### src/rtl/a2d_spi_resp.sv
// SPI responder for the slide-pot A2D path (ADC128S-style, 8 channels, 12-bit samples).
// Pins are oversampled in the clk domain. Each frame returns the sample for the channel
// addressed by the previous complete frame.
module a2d_spi_resp #(
  parameter int NUM_CH     = 8,
  parameter int DATA_W     = 12,
  parameter int FRAME_BITS = 16
) (
  input  logic                       clk,
  input  logic                       rst,
  input  logic                       SS_n,
  input  logic                       SCLK,
  input  logic                       MOSI,
  output logic                       MISO,
  input  logic [NUM_CH*DATA_W-1:0]   ch_vals,
  output logic [2:0]                 cur_chan,
  output logic                       frame_done,
  output logic [FRAME_BITS-1:0]      rx_cmd
);

  localparam int CW = $clog2(FRAME_BITS + 1);
  localparam logic [CW-1:0] LAST_CNT = CW'(FRAME_BITS);

  typedef enum logic [1:0] {IDLE, SHIFT, DONE} state_t;

  state_t                state_q;
  logic [1:0]            ss_q;
  logic [2:0]            sclk_q;
  logic [1:0]            mosi_q;
  logic [FRAME_BITS-1:0] tx_shf_q;
  logic [FRAME_BITS-1:0] rx_shf_q;
  logic [CW-1:0]         bit_cnt_q;
  logic                  first_rise_q;
  logic [2:0]            cur_chan_q;
  logic                  frame_done_q;
  logic [FRAME_BITS-1:0] rx_cmd_q;

  logic                  ss_n_s;
  logic                  mosi_s;
  logic                  sclk_rise;
  logic                  sclk_fall;
  logic [DATA_W-1:0]     sample_sel;

  // Synchronisers; SS_n and SCLK reset to their idle-high levels so no
  // spurious select or edge is seen coming out of reset.
  always_ff @(posedge clk or posedge rst) begin
    if (rst) begin
      ss_q   <= '1;
      sclk_q <= '1;
      mosi_q <= '0;
    end else begin
      ss_q   <= {ss_q[0], SS_n};
      sclk_q <= {sclk_q[1:0], SCLK};
      mosi_q <= {mosi_q[0], MOSI};
    end
  end

  // Edge strobes and channel sample mux
  always_comb begin
    ss_n_s     = ss_q[1];
    mosi_s     = mosi_q[1];
    sclk_rise  = sclk_q[1] & ~sclk_q[2];
    sclk_fall  = ~sclk_q[1] & sclk_q[2];
    sample_sel = ch_vals[cur_chan_q*DATA_W +: DATA_W];
  end

  // Frame FSM: load on select, shift on SCLK edges, publish command at frame end
  always_ff @(posedge clk or posedge rst) begin
    if (rst) begin
      state_q      <= IDLE;
      tx_shf_q     <= '0;
      rx_shf_q     <= '0;
      bit_cnt_q    <= '0;
      first_rise_q <= 1'b0;
      cur_chan_q   <= '0;
      frame_done_q <= 1'b0;
      rx_cmd_q     <= '0;
    end else begin
      frame_done_q <= 1'b0;
      case (state_q)
        IDLE: begin
          // Load wins over any SCLK edge seen in the same clock.
          if (!ss_n_s) begin
            tx_shf_q     <= {{(FRAME_BITS-DATA_W){1'b0}}, sample_sel};
            bit_cnt_q    <= '0;
            first_rise_q <= 1'b0;
            state_q      <= SHIFT;
          end
        end
        SHIFT: begin
          if (bit_cnt_q == LAST_CNT) begin
            rx_cmd_q     <= rx_shf_q;
            cur_chan_q   <= rx_shf_q[13:11];
            frame_done_q <= 1'b1;
            state_q      <= DONE;
          end else if (ss_n_s) begin
            state_q <= IDLE;
          end else begin
            if (sclk_rise) begin
              rx_shf_q     <= {rx_shf_q[FRAME_BITS-2:0], mosi_s};
              bit_cnt_q    <= bit_cnt_q + 1'b1;
              first_rise_q <= 1'b1;
            end
            // The leading fall from the idle-high SCLK precedes any rise and is skipped.
            if (sclk_fall && first_rise_q) begin
              tx_shf_q <= {tx_shf_q[FRAME_BITS-2:0], 1'b0};
            end
          end
        end
        DONE: begin
          if (ss_n_s) begin
            state_q <= IDLE;
          end
        end
        default: state_q <= IDLE;
      endcase
    end
  end

  assign MISO       = (state_q == SHIFT) ? tx_shf_q[FRAME_BITS-1] : 1'b0;
  assign cur_chan   = cur_chan_q;
  assign frame_done = frame_done_q;
  assign rx_cmd     = rx_cmd_q;

endmodule

### config.mk
export PLATFORM = sky130hd
export DESIGN_NAME = a2d_spi_resp
export DESIGN_NICKNAME = d
export VERILOG_FILES = /design/src/rtl/a2d_spi_resp.sv
export SDC_FILE = /design/constraint.sdc
export NUM_CORES = 1
export LEC_CHECK = 0
export CAP_MARGIN = 20
export CORE_AREA = 2 2 107 109
export CTS_CLUSTER_DIAMETER = 60
export DETAILED_ROUTE_END_ITERATION = 6
export DIE_AREA = 0 0 109 111
export DONT_BUFFER_PORTS = 1
export SYNTH_ARGS = -nofsm -noshare
export SYNTH_HDL_FRONTEND = slang
export SYNTH_SLANG_ARGS = --single-unit
### constraint.sdc
create_clock -name clk -period 2.02 [get_ports clk]
set_input_delay 0.202 -clock clk [delete_from_list [all_inputs] [get_ports clk]]
set_output_delay 0.202 -clock clk [all_outputs]
set_load 0.02 [all_outputs]
==> results.ini <==
[drt]
vias=1950
drtIter0Drc=106
via_per_inst=4.96
drc=0
drt-total-wl_um=6840
wl_per_cell_um=17.4
first_pass_iters=4
ant_nets=0

[sta]
timing.final.crit_period_ns=1.95
slew_viol_final=0
finalHoldViolCount=0
rsz0062_at_grt=true
worst_pin_slew_ns=0.646
clock.fmax_ghz=0.513
max_slew_margin_pct=56.9
holdWs_ns=0.350
setup_viol=0
tns_ns=0
post-route-period-util_pct=96.5
finalClockSkew_ns=0.00638

[clocking]
clk_pin_slew_ns=0.05
clock-sinks=64
clock_latency_ns=0.32
cts_buffer_depth=2
htreeDepth=3
tritoncts=done
cts-root-buf=clkbuf_16
cts_buffers=9

[worst_hold_path]
min_path_type=reg -> reg
hold_depth=0

[final_layout]
n_antenna_cell=0
fin_area_mm2=0.00392
nets=348
final_common_cell=dfrtp_1
final_cell_mix=dfrtp_1 (58), mux2_2 (39), mux4_2 (24)
synthToLayoutAreaGrowth_pct=19.2
drive_gt1_share_pct=44.0
instances_no_fill=393

[flow_run]
maxCapViolCount=0

[floorplanning]
start_util_pct=29.7
pin_count=122
core_mm2=0.0111
dieHeight_um=111
die_x_um=109
dieArea_mm2=0.0121
rows=39

[critical_path]
worstPathArrival_ns=2.15
cp-start-kind=register
r2r_slack_ns=0.07
worst-setup-path-type=reg -> reg
worst_r2r_path_depth=7
required_ns=2.22
path_max_fanout=23
end_kind=register

[global_route]
grt_overflow=0
grt_pass1_vias=2160
grt_antenna_before_repair=0
grt.total_usage_pct=11.9
grt_pass1_wl_um=11100
grt_max_degree=36

[yosys]
synth.area.top_cells=dfrtp_1 (45%), mux4_2 (16%), mux2_2 (13%), dfstp_2 (4.0%), mux2i_1 (3.7%)
synth-main-ff-cell=dfrtp_1
synth_nets=339
synth_area_mm2=0.00329
synth_edf_count=0
async_flop_share_pct=100
synth_cell_types=32
synth-seq-cells=64
avgSynthCellArea_um2=13.9
synth-seq-area-share_pct=48.9
yosys.area.top_type=dfrtp_1
yosys.area.top_type_share_pct=44.9
yosys_warnings=0
synthCells=236

[placement]
dp.cells=373
hpwl_um=4870
port_buffers=0
dpl_cell_area_mm2=0.00352
place.gp.congestion=0.724

[power]
p_total_uw=3570
irDropWorstVdd_uv=447
leakage_uw=0.00166
power_density_mw_per_mm2=911

[outcome]
status=completed

report_power, final:
group	switching (µW)	leakage, µW	internal [µW]
sequential	69.2	0.000827	1400
clock	536	0.000172	1270
combinational	119	0.000666	176
total	724	0.00166	2850
final cells by class:
type	count	area (µm²)
clock inverters	5	103
inverters	4	15.0
repair buffers	19	194
multi-input cells	147	1570
well taps	143	179
clock buffers	11	253
flip-flops and latches	64	1610
fillers	1069	7150
critical path, stage by stage, from the launching register on:
cell and delay [ns]:
dfrtp_1 0.35, inv_1 0.05, ha_1 0.18, and4bb_4 0.19, buf_4 0.14, nor4_2 0.29
buf_6 0.27, mux2_2 0.36
through the flow:
step / setup slack, ns / util [%]
after detailed placement: 0.00119 / 31.8
after global routing: -0.0187 / 35.4
after global placement: 0.0582 / 31.8
after CTS: 0.00939 / 35.4
after floorplan: 0.0165 / -
final: 0.0714 / 35.4
cell usage after synthesis (2+ instances only):
library cell / count
dfrtp_1: 59
mux2_2: 39
mux4_2: 24
a21oi_1: 12
mux2i_1: 12
o21ai_0: 12
nor2_1: 11
clkbuf_1: 9
buf_2: 7
nand2_1: 6
dfstp_2: 5
mux2_4: 5
inv_1: 4
nand2b_1: 4
and2_1: 3
buf_4: 3
a21o_1: 2
and3_1: 2
ha_1: 2
nor2b_1: 2
o22a_1: 2
per-layer routing:
| metal | part of all wire (%) | GRT usage [%] | vias up |
|---|---|---|---|
| met5 | 0 | 0 | - |
| met4 | 1.5 | 4.87 | 0 |
| met3 | 5.8 | 3.82 | 8 |
| met2 | 49 | 18.1 | 43 |
| met1 | 44 | 15.4 | 1007 |
| li1 | - | - | 892 |
timing repair:
| item | CTS | global route |
|---|---|---|
| endpoints found under the hold margin | 30 | 0 |
| gates resized for setup | 1 | 2 |
| endpoints found under the setup margin | 11 | 24 |
| setup buffers | 0 | 0 |
| hold buffers | 4 | 0 |
sequential cells by signal, indices dropped and copies added, names as in the netlist:
register,count
cur_chan,2
bit_cnt_q,5
first_rise_q,1
rx_shf_q,16
tx_shf_q,16
rx_cmd,14
frame_done,1
state_q,2
mosi_q,2
sclk_q,3
ss_q,2
kinds of logic (layout without fill, tap and decap cells):
group	Yosys count	in the layout	synth area share, %
DFF	64	64	48.9
adders and majority gates	2	2	0.760
AOI/OAI and AO/OA	31	31	5.48
buffers and inverters	25	39	3.69
muxes	80	80	35.7
and+or+nand+nor	34	34	5.51
final timing paths:
path,from,to
worst max-delay path,bit_cnt_q[0],rx_shf_q[7]
worst min-delay path,mosi_q[0],mosi_q[1]
worst max register to register,bit_cnt_q[0],rx_shf_q[7]
worst min register to register,mosi_q[0],mosi_q[1]
max in group asynchronous,rst,sclk_q[2]
min in group asynchronous,rst,frame_done
No activity file was read; power rests on OpenSTA's default activity.
